===== src/rtl/oram_path_fetch_if.sv =====
// Request, response and bucket-memory bundle of the ORAM path fetch engine.
// slave is the engine's view, master is the requester/memory side.
interface oram_path_fetch_if #(
  parameter int A = 8,
  parameter int D = 6,
  parameter int K = 3
);
  localparam int TW = 3 + (D - 1) + D + 8 * A;

  logic                 req_valid;
  logic                 req_ready;
  logic [D-1:0]         req_block;
  logic                 rsp_valid;
  logic                 rsp_ready;
  logic                 rsp_hit;
  logic [8*A-1:0]       rsp_val;
  logic [D-1:0]         rsp_block;
  logic [D-2:0]         rsp_new_pos;
  logic                 mem_rd_en;
  logic                 mem_wr_en;
  logic [D-1:0]         mem_addr;
  logic [K*TW-1:0]      mem_rd_data;
  logic [K*TW-1:0]      mem_wr_data;

  modport slave (
    input  req_valid, req_block, rsp_ready, mem_rd_data,
    output req_ready, rsp_valid, rsp_hit, rsp_val,
    output rsp_block, rsp_new_pos,
    output mem_rd_en, mem_wr_en, mem_addr, mem_wr_data
  );

  modport master (
    output req_valid, req_block, rsp_ready, mem_rd_data,
    input  req_ready, rsp_valid, rsp_hit, rsp_val,
    input  rsp_block, rsp_new_pos,
    input  mem_rd_en, mem_wr_en, mem_addr, mem_wr_data
  );
endinterface


===== src/rtl/oram_path_fetch.sv =====
// Tree-ORAM path fetch: position map lookup, full path walk, remap.
// Define ORAM_FETCH_STATS_EN to add saturating hit/miss counters.
module oram_path_fetch #(
  parameter int          A         = 8,
  parameter int          D         = 6,
  parameter int          K         = 3,
  parameter logic [15:0] LFSR_SEED = 16'hACE1
) (
  input logic              clk,
  input logic              rst_n,
  oram_path_fetch_if.slave bus
`ifdef ORAM_FETCH_STATS_EN
  ,
  output logic [15:0]      stat_hits,
  output logic [15:0]      stat_misses
`endif
);
  localparam int TW = 3 + (D - 1) + D + 8 * A;
  localparam int VW = 8 * A;
  localparam int LW = $clog2(D);
  localparam int NB = 2 ** D;
  localparam int PO = TW - 3;
  localparam int BO = TW - 2 - D;

  typedef enum logic [2:0] {
    IDLE, LOOKUP, RD, CMP, WR, REMAP, RESP
  } state_t;

  state_t          state;
  state_t          state_nx;
  logic [D-1:0]    blk;
  logic [D-2:0]    walk_pos;
  logic [LW-1:0]   level;
  logic [D-1:0]    node;
  logic [D-1:0]    node_nx;
  logic            hit;
  logic [VW-1:0]   val_q;
  logic [K*TW-1:0] wr_data;
  logic [15:0]     lfsr;
  logic            pmap_v [NB];
  logic [D-2:0]    pmap_p [NB];
  logic            rsp_valid;
  logic            rsp_hit;
  logic [VW-1:0]   rsp_val;
  logic [D-1:0]    rsp_block;
  logic [D-2:0]    rsp_new_pos;

  logic            m_any;
  int              m_idx;
  logic [VW-1:0]   m_val;
  logic            m_vv;
  logic [TW-1:0]   t;
  logic [K*TW-1:0] wd;
  logic            last;
  logic            take;
  logic            adv;

  assign last    = (level == LW'(D - 1));
  assign take    = (state == CMP) && !hit && m_any;
  assign adv     = ((state == CMP) && !take) || (state == WR);
  assign node_nx = (node << 1) + {{(D-1){1'b0}}, 1'b1}
                 + {{(D-1){1'b0}}, walk_pos[level]};

  // lowest-index matching tuple of the bucket on the read bus
  always_comb begin
    t     = '0;
    m_any = 1'b0;
    m_idx = 0;
    m_val = '0;
    m_vv  = 1'b0;
    for (int j = K - 1; j >= 0; j--) begin
      t = bus.mem_rd_data[j*TW +: TW];
      if (t[TW-1] && t[TW-2] &&
          t[PO -: D-1] == walk_pos && t[BO -: D] == blk) begin
        m_any = 1'b1;
        m_idx = j;
        m_val = t[VW-1:0];
        m_vv  = t[VW];
      end
    end
    wd = bus.mem_rd_data;
    for (int j = 0; j < K; j++)
      if (j == m_idx) wd[j*TW + TW - 1] = 1'b0;
  end

  // state register
  always_ff @(posedge clk or negedge rst_n) begin
    if (!rst_n) state <= IDLE;
    else        state <= state_nx;
  end

  // next-state logic
  always_comb begin
    state_nx = state;
    unique case (state)
      IDLE:    if (bus.req_valid) state_nx = LOOKUP;
      LOOKUP:  state_nx = RD;
      RD:      state_nx = CMP;
      CMP:     state_nx = take ? WR : (last ? REMAP : RD);
      WR:      state_nx = last ? REMAP : RD;
      REMAP:   state_nx = RESP;
      RESP:    if (rsp_valid && bus.rsp_ready) state_nx = IDLE;
      default: state_nx = IDLE;
    endcase
  end

  // outputs decoded from the current state and held registers
  always_comb begin
    bus.req_ready   = (state == IDLE);
    bus.mem_rd_en   = (state == RD);
    bus.mem_wr_en   = (state == WR);
    bus.mem_addr    = node;
    bus.mem_wr_data = wr_data;
    bus.rsp_valid   = rsp_valid;
    bus.rsp_hit     = rsp_hit;
    bus.rsp_val     = rsp_val;
    bus.rsp_block   = rsp_block;
    bus.rsp_new_pos = rsp_new_pos;
  end

  // walk datapath, position map and response registers
  always_ff @(posedge clk or negedge rst_n) begin
    if (!rst_n) begin
      blk         <= '0;
      walk_pos    <= '0;
      level       <= '0;
      node        <= '0;
      hit         <= 1'b0;
      val_q       <= '0;
      wr_data     <= '0;
      rsp_valid   <= 1'b0;
      rsp_hit     <= 1'b0;
      rsp_val     <= '0;
      rsp_block   <= '0;
      rsp_new_pos <= '0;
      for (int i = 0; i < NB; i++) begin
        pmap_v[i] <= 1'b0;
        pmap_p[i] <= '0;
      end
    end else begin
      if (state == IDLE && bus.req_valid) begin
        blk   <= bus.req_block;
        hit   <= 1'b0;
        val_q <= '0;
      end
      if (state == LOOKUP) begin
        level <= '0;
        node  <= '0;
        if (pmap_v[blk]) begin
          walk_pos <= pmap_p[blk];
        end else begin
          walk_pos    <= lfsr[D-2:0];
          pmap_v[blk] <= 1'b1;
          pmap_p[blk] <= lfsr[D-2:0];
        end
      end
      if (take) begin
        hit     <= 1'b1;
        val_q   <= m_vv ? m_val : '0;
        wr_data <= wd;
      end
      if (adv && !last) begin
        node  <= node_nx;
        level <= level + 1'b1;
      end
      if (state == REMAP) begin
        pmap_v[blk] <= 1'b1;
        pmap_p[blk] <= lfsr[D-2:0];
        rsp_hit     <= hit;
        rsp_val     <= val_q;
        rsp_block   <= blk;
        rsp_new_pos <= lfsr[D-2:0];
      end
      if (state == RESP && !rsp_valid)
        rsp_valid <= 1'b1;
      else if (rsp_valid && bus.rsp_ready)
        rsp_valid <= 1'b0;
    end
  end

  // free-running Galois LFSR, taps 0xB400
  always_ff @(posedge clk or negedge rst_n) begin
    if (!rst_n) lfsr <= LFSR_SEED;
    else lfsr <= {1'b0, lfsr[15:1]} ^ ({16{lfsr[0]}} & 16'hB400);
  end

`ifdef ORAM_FETCH_STATS_EN
  // saturating hit/miss counters, bumped on response handshake
  always_ff @(posedge clk or negedge rst_n) begin
    if (!rst_n) begin
      stat_hits   <= '0;
      stat_misses <= '0;
    end else if (rsp_valid && bus.rsp_ready) begin
      if (rsp_hit) begin
        if (stat_hits != 16'hFFFF) stat_hits <= stat_hits + 16'd1;
      end else begin
        if (stat_misses != 16'hFFFF) stat_misses <= stat_misses + 16'd1;
      end
    end
  end
`endif
endmodule


===== src/flat_wrapper.sv =====
// flat-port wrapper written by rule: the top's interface ports become plain ports
module oram_path_fetch_flat 
#(
  parameter int          A         = 8,
  parameter int          D         = 6,
  parameter int          K         = 3,
  parameter logic [15:0] LFSR_SEED = 16'hACE1
)
  (clk, rst_n, bus_req_valid, bus_req_block, bus_rsp_ready, bus_mem_rd_data, bus_req_ready, bus_rsp_valid, bus_rsp_hit, bus_rsp_val, bus_rsp_block, bus_rsp_new_pos, bus_mem_rd_en, bus_mem_wr_en, bus_mem_addr, bus_mem_wr_data);
  oram_path_fetch_if #(.A(A), .D(D), .K(K)) bus_i ();
  input logic clk;
  input logic rst_n;
  input wire logic [$bits(bus_i.req_valid)-1:0] bus_req_valid;
  input wire logic [$bits(bus_i.req_block)-1:0] bus_req_block;
  input wire logic [$bits(bus_i.rsp_ready)-1:0] bus_rsp_ready;
  input wire logic [$bits(bus_i.mem_rd_data)-1:0] bus_mem_rd_data;
  output wire logic [$bits(bus_i.req_ready)-1:0] bus_req_ready;
  output wire logic [$bits(bus_i.rsp_valid)-1:0] bus_rsp_valid;
  output wire logic [$bits(bus_i.rsp_hit)-1:0] bus_rsp_hit;
  output wire logic [$bits(bus_i.rsp_val)-1:0] bus_rsp_val;
  output wire logic [$bits(bus_i.rsp_block)-1:0] bus_rsp_block;
  output wire logic [$bits(bus_i.rsp_new_pos)-1:0] bus_rsp_new_pos;
  output wire logic [$bits(bus_i.mem_rd_en)-1:0] bus_mem_rd_en;
  output wire logic [$bits(bus_i.mem_wr_en)-1:0] bus_mem_wr_en;
  output wire logic [$bits(bus_i.mem_addr)-1:0] bus_mem_addr;
  output wire logic [$bits(bus_i.mem_wr_data)-1:0] bus_mem_wr_data;
  assign bus_i.req_valid = bus_req_valid;
  assign bus_i.req_block = bus_req_block;
  assign bus_i.rsp_ready = bus_rsp_ready;
  assign bus_i.mem_rd_data = bus_mem_rd_data;
  assign bus_req_ready = bus_i.req_ready;
  assign bus_rsp_valid = bus_i.rsp_valid;
  assign bus_rsp_hit = bus_i.rsp_hit;
  assign bus_rsp_val = bus_i.rsp_val;
  assign bus_rsp_block = bus_i.rsp_block;
  assign bus_rsp_new_pos = bus_i.rsp_new_pos;
  assign bus_mem_rd_en = bus_i.mem_rd_en;
  assign bus_mem_wr_en = bus_i.mem_wr_en;
  assign bus_mem_addr = bus_i.mem_addr;
  assign bus_mem_wr_data = bus_i.mem_wr_data;
  oram_path_fetch #(.A(A), .D(D), .K(K), .LFSR_SEED(LFSR_SEED)) u_core (.clk(clk), .rst_n(rst_n), .bus(bus_i));
endmodule

===== config.mk =====
export PLATFORM = sky130hd
export DESIGN_NAME = oram_path_fetch_flat
export DESIGN_NICKNAME = d
export VERILOG_FILES = /design/src/rtl/oram_path_fetch_if.sv /design/src/rtl/oram_path_fetch.sv /design/src/flat_wrapper.sv
export SDC_FILE = /design/constraint.sdc
export NUM_CORES = 1
export LEC_CHECK = 0
export ABC_CLOCK_PERIOD_IN_PS = 3000
export BUFFER_PORTS_ARGS = -buffer_cell sky130_fd_sc_hd__buf_4
export CAP_MARGIN = 20
export CORE_MARGIN = 3
export CORE_UTILIZATION = 45
export CTS_CLUSTER_DIAMETER = 100
export DETAILED_ROUTE_END_ITERATION = 8
export HOLD_SLACK_MARGIN = 0.15
export MAX_ROUTING_LAYER = met4
export PLACE_DENSITY = 0.7
export SLEW_MARGIN = 20
export SYNTH_ARGS = -nofsm -noshare
export SYNTH_HDL_FRONTEND = slang
export SYNTH_SLANG_ARGS = --single-unit
export TNS_END_PERCENT = 100

===== constraint.sdc =====
create_clock -name clk -period 3 [get_ports clk]
set_input_delay 0.45 -clock clk [delete_from_list [all_inputs] [get_ports clk]]
set_output_delay 0.45 -clock clk [all_outputs]
set_load 0.005 [all_outputs]

* Word-level counts from Yosys, hierarchy flattened
Cells that the tools add are included.
** Storage, ports and cells
- Register bits :: 799
- Bits of input ports :: 244
- Word-level logic and storage cells :: 249
** Operators by class
- $add $sub $neg :: 3
- Magnitude comparators :: 3
- Equal/unequal tests :: 17
- Multiplexer cells :: 52
- Bitwise logic cells :: 4
- Reduce and logical (&&, ||, !) cells :: 28
** Operator list (number)
- 2-to-1 mux 320 bit :: 3
- bitwise mux 320 bit :: 2
- 2-to-1 mux 64 bit :: 9
- bitwise OR 64 bit :: 2
- 2-to-1 mux 32 bit :: 2
- equality test 2 x 32 -> 1 bit (first input constant) :: 1
- equality test 3 x 32 -> 1 bit (first input constant) :: 1
- logical NOT 32 bit :: 1
- binary-select mux 5 bit (select 6 bit) :: 1
- demux 5 bit (select 6 bit) :: 1
- one-hot mux 3 bit (7 select lines) :: 1
- 2-to-1 mux 5 bit :: 4
- equality test 6 bit :: 3
- 2-to-1 mux 3 bit :: 6
- logical AND 1 bit :: 17
- 2-to-1 mux 1 bit :: 17
- bitwise XOR 15 x 16 -> 16 bit :: 1
- equality test 5 bit :: 3
- equality test 3 bit (second input constant) :: 4
- 2-to-1 mux 6 bit :: 2
- greater-or-equal comparator 7 bit (second input constant) :: 1
- less-than comparator 7 x 1 -> 1 bit (second input constant) :: 1
- inverter 6 -> 7 bit :: 1
- adder 6 x 1 -> 6 bit :: 1
- 15 further kinds :: 22

* Logic depth before layout (Yosys ltp)
- Word-level depth :: 12
- Depth in mapped cells :: 13
- Depth with buffers taken out :: 8

* Least setup slack after synthesis
Ideal clock, no wire load.
- Path kind :: register to register
- From :: register u_core.blk[1]
- To :: register u_core.pmap_p[135] in the netlist's numbering
- Library setup time :: 0.125 ns
- Data arrival time :: 2.773 ns
- Data required time :: 2.875 ns
- Setup slack :: 0.102 ns
- Stages on the path, launching flop included :: 11
- Period minus slack after synthesis :: 2.898 ns
- Path through :: dfrtp_1 > buf_2 > mux2_2 > a222oi_1 > o2bb2ai_1 > nor4b_4 > a21oi_2 > buf_6 > buf_12 > nor4_4 > mux2_2
** Between the ends
- Longest elaborated chain between the ends :: 10
- Elaborated cells on any way between the ends :: 14
- Classes of those cells :: order compare: 2; mux: 10; bitwise: 1; reduce/logical: 1
** Ends and longest elaborated chain
- start, declared :: line oram_path_fetch.sv:31 : logic [D-1:0] blk;
- start signal, assigned :: line oram_path_fetch.sv:142 : blk <= bus.req_block;
- inverter 6 -> 7 bit (implied by the code) (*) :: line oram_path_fetch.sv:149, oram_path_fetch.sv:154, oram_path_fetch.sv:168
- greater-or-equal comparator 7 bit (implied by the code) or less-than comparator 7 x 1 -> 1 bit (tied branches) :: line oram_path_fetch.sv:154, oram_path_fetch.sv:168
- logical AND 1 bit (implied by the code) :: line oram_path_fetch.sv:154, oram_path_fetch.sv:168
- 2-to-1 mux 5 bit (implied by the code) :: line oram_path_fetch.sv:154, oram_path_fetch.sv:168
- demux 5 bit (select 6 bit) :: line oram_path_fetch.sv:154, oram_path_fetch.sv:168
- bitwise mux 320 bit :: line oram_path_fetch.sv:154 : pmap_p[blk] <= lfsr[D-2:0];
- 2-to-1 mux 320 bit :: line oram_path_fetch.sv:149 : if (pmap_v[blk]) begin
- 2-to-1 mux 320 bit :: line oram_path_fetch.sv:146 : if (state == LOOKUP) begin
- bitwise mux 320 bit :: line oram_path_fetch.sv:168 : pmap_p[blk] <= lfsr[D-2:0];
- 2-to-1 mux 320 bit (*) :: line oram_path_fetch.sv:166 : if (state == REMAP) begin
- end signal, assigned by index :: line oram_path_fetch.sv:154
- end signal, assigned by index :: line oram_path_fetch.sv:168
- end, declared :: line oram_path_fetch.sv:41 : logic [D-2:0] pmap_p [NB];
Every way passes the cells marked *; elsewhere a longest branch is shown, timed or not. The select of a mux whose other input is x is not followed.
A chain may end at the register's enable or synchronous reset.

* Worst setup path in the final report
- From :: register u_core.blk[1]
- To :: register u_core.pmap_p[128] in the netlist's numbering
Same word-level chain as after synthesis.

==> reports/metrics.yaml <==
min_to: "u_core.state[0]"
crit_arrival_ns: 3.61
reg2reg_to: "u_core.pmap_p[128]"
die_area_sq_um: 81300
synth_nets: 3383
rows: 101
cts.sinks: 799
cts_tree: "built"
yosysWarningCount: 0
startpoint_type: "flop"
grt.overflow.total: 0
yosys-top-cells-area: "dfrtp_1 56%, mux2_2 11%, nand2_1 9.3%, nor4_4 3.5%, a21oi_1 2.2%"
synth_top_area_cell: "dfrtp_1"
placed_cells: 4766
final_net_count: 4340
fp.coreArea_sq_um: 76600
slew_headroom: 0.305
instances_no_fill: 5203
worstHoldStart: "bus_req_valid"
max_stage_delay_ns: 0.52
ant_nets: 0
wl_mm: 132
routedWlPerCell_um: 25.4
hold_path_class: "in -> reg"
hold_path_depth: 4
fin_skew_ns: 0.0335
violations: "negative setup slack"
drc: 0
grt_pass1_vias: 29200
tightest_slew_ns: 1.04
clk_pin_slew_ns: 0.06
p_leak_nw: 24.3
htreeDepth: 3
synth_async_sr_flop_share: 1.00
gp_congestion: 0.971
syn_area_sq_um: 35100
critPathCaptureType: "flop"
synth_edf_count: 0
clockBufferDepth: 3
via_count: 30000
yosysSeqAreaShare: 0.571
cp_max_fo: 7
cts_made_buffers: 83
grt_pass1_wl_mm: 191
crit_path_top_delay_cell: "dfrtp_2"
grt.total_usage: 0.316
grt_start_max_net_pins: 93
powerDensity_nw_per_um2: 657
synth_top_area_frac: 0.565
maxCapViolations: 0
r2r-start: "u_core.blk[1]"
drt_iter0_drc: 2707
required_ns: 3.53
holdWs_ns: 0.299
crit_type: "reg -> reg"
drive_gt1_frac: 0.373
initial_utilization: 0.458
drv_slew: 0
ys.flop_type: "dfrtp_1"
clock.fmax_ghz: 0.324
hpwl_mm: 88.9
fin_crit_ns: 3.08
setup_viol: 104
insertion_delay_ns: 0.66
r2r_setup_slack_ns: -0.08
synth.distinct_cells: 61
antenna_found_initial: 8
syn2layout_area_growth_pct: 39.7
finalCritPeriodShare: 1.03
drtPass1Iterations: 5
hold_viol: 0
outcome: "finished, violations left"
io_pins: 564
die-height_um: 285
crit_chain: "buf_12 -> mux2i_1 -> buf_4 -> nor2_1 -> a211oi_2 -> o31ai_2 -> nor3_1 -> buf_4 -> a21oi_4 -> buf_12 -> clkbuf_16 -> nor4_4 -> buf_6 -> mux2_2"
port_buffers: 563
syn_inst: 3136
ir_drop_uv: 642
viasPerCell: 5.76
dieWidth_um: 285
rsz0062_at_grt: "true"
avgSynthCellArea_sq_um: 11.2
worst_slack_ns: -0.0831
yosys_register_bits: 799
cts_root_buffer: "clkbuf_16"
reg2regPathDepth: 14
per-stage QoR:
step                      power [W]  TNS, ns   util  area (sq um)  worst slack [ns]
after floorplan              0.0159        0      -         35100             0.102
after global placement       0.0197   -18.35  0.552         42300            -0.132
after detailed placement     0.0198   -37.27  0.552         42300            -0.209
after CTS                    0.0309    -2.60  0.626         47900           -0.0628
after global routing         0.0331   -20.27  0.639         49000            -0.172
final                        0.0322    -2.47  0.639         49000           -0.0831
routing by layer:
layer | GRT usage | vias up | share of wire
met5 | - | - | 0
met4 | 0.165 | 0 | 0.061
met3 | 0.0659 | 434 | 0.093
met2 | 0.484 | 1749 | 0.46
met1 | 0.397 | 15000 | 0.38
li1 | - | 12800 | -
Yosys cell counts, drive strengths merged, types with 2 or more instances:
master / instances
a21o: 2
a21oi: 153
a221oi: 36
a22o: 35
a22oi: 69
a31oi: 33
and2: 2
and3: 7
and4: 2
buf: 45
clkbuf: 175
dfrtp: 791
dfstp: 8
ha: 3
inv: 6
mux2: 410
mux2i: 31
mux4: 5
nand2: 872
nand2b: 13
nand3: 89
nand3b: 6
nand4: 5
nor2: 32
nor2b: 5
nor3: 10
nor3b: 2
nor4: 66
o211ai: 3
o21ai: 95
o22ai: 2
o2bb2ai: 2
o31ai: 6
or2: 59
or3b: 2
xnor2: 24
xor2: 16
how the worst max path moves through the flow:
stage	from	to	slack, ns	depth (start not counted)
3_5_place_dp	u_core.blk[0]	u_core.pmap_p[217]	-0.21	11
5_1_grt	u_core.blk[2]	u_core.pmap_p[128]	-0.17	15
6_report	u_core.blk[1]	u_core.pmap_p[128]	-0.08	14
3_3_place_gp	u_core.blk[0]	u_core.pmap_p[90]	-0.13	10
2_1_floorplan	u_core.blk[1]	u_core.pmap_p[135]	0.10	10
4_1_cts	u_core.blk[2]	u_core.pmap_p[295]	-0.06	10
flip-flops by register name, indices dropped and copies added, names as in the netlist:
name	count
u_core.bus.rsp_val	64
u_core.bus.rsp_new_pos	5
u_core.blk	6
u_core.bus.mem_wr_data	234
u_core.pmap_v	64
u_core.level	3
u_core.bus.rsp_hit	1
u_core.bus.rsp_block	6
u_core.hit	1
u_core.pmap_p	320
u_core.state	3
u_core.val_q	64
u_core.walk_pos	5
u_core.lfsr	16
u_core.bus.mem_addr	6
u_core.bus.rsp_valid	1
critical path: cells and delay by family (launching register included):
kind | cells | cell delay (ns)
compound gates | 3 | 0.45
buf+inv | 6 | 1.00
flops | 1 | 0.52
mux | 2 | 0.55
simple gates | 3 | 0.45
power by group:
group	switching, W	internal (W)
clock	0.00448	0.00631
sequential	0.000591	0.0113
combinational	0.00564	0.00387
total	0.0107	0.0215
kinds of logic (layout without fill, tap and decap cells):
group                      Yosys count  in the layout  synth area share
AOI/OAI and AO/OA                  446            447            0.0798
xor gates and xnor gates            40             40           0.00999
adders and majority gates            3              3           0.00107
buffers and inverters              226           1250            0.0270
DFF                                799            799             0.571
muxes                              446            446             0.144
other                                0             12                 0
and+or+nand+nor                   1176           1176             0.168
layout make-up:
type	count	area [sq um]
well taps	1030	1290
multi-input cells	2112	14900
clock inverters	27	397
fillers	5600	27600
repair buffers	1091	9820
clock buffers	126	2460
inverters	6	26.3
flip-flops and latches	799	20000
diodes	12	30.0
cells in the final DEF (no fill, tap or decap), types with 30 or more instances in the layout:
cell type / netlist / layout
nand2_1: 872 / 864
nand3_1: 89 / 88
dlygate4sd3_1: 0 / 242
o21ai_1: 24 / 34
o21ai_0: 71 / 61
dfrtp_1: 791 / 783
or2_2: 59 / 59
clkbuf_16: 0 / 93
a22o_1: 35 / 35
nor4_4: 57 / 59
buf_12: 3 / 48
a21oi_1: 152 / 147
mux2_2: 344 / 238
buf_6: 2 / 44
mux2_1: 66 / 31
mux2_4: 0 / 141
a221oi_1: 36 / 32
mux2i_1: 31 / 30
a31oi_1: 33 / 31
buf_4: 3 / 738
a22oi_1: 69 / 68
timing repair:
| item | CTS | global route |
|---|---|---|
| endpoints found under the setup margin | 395 | 603 |
| pin swaps | 6 | 58 |
| hold buffers | 242 | 0 |
| endpoints found under the hold margin | 341 | 0 |
| buffers inserted | 0 | 23 |
| cloned | 0 | 11 |
| resized for setup | 99 | 159 |
Note: power is estimated with default switching activity, not from simulation.
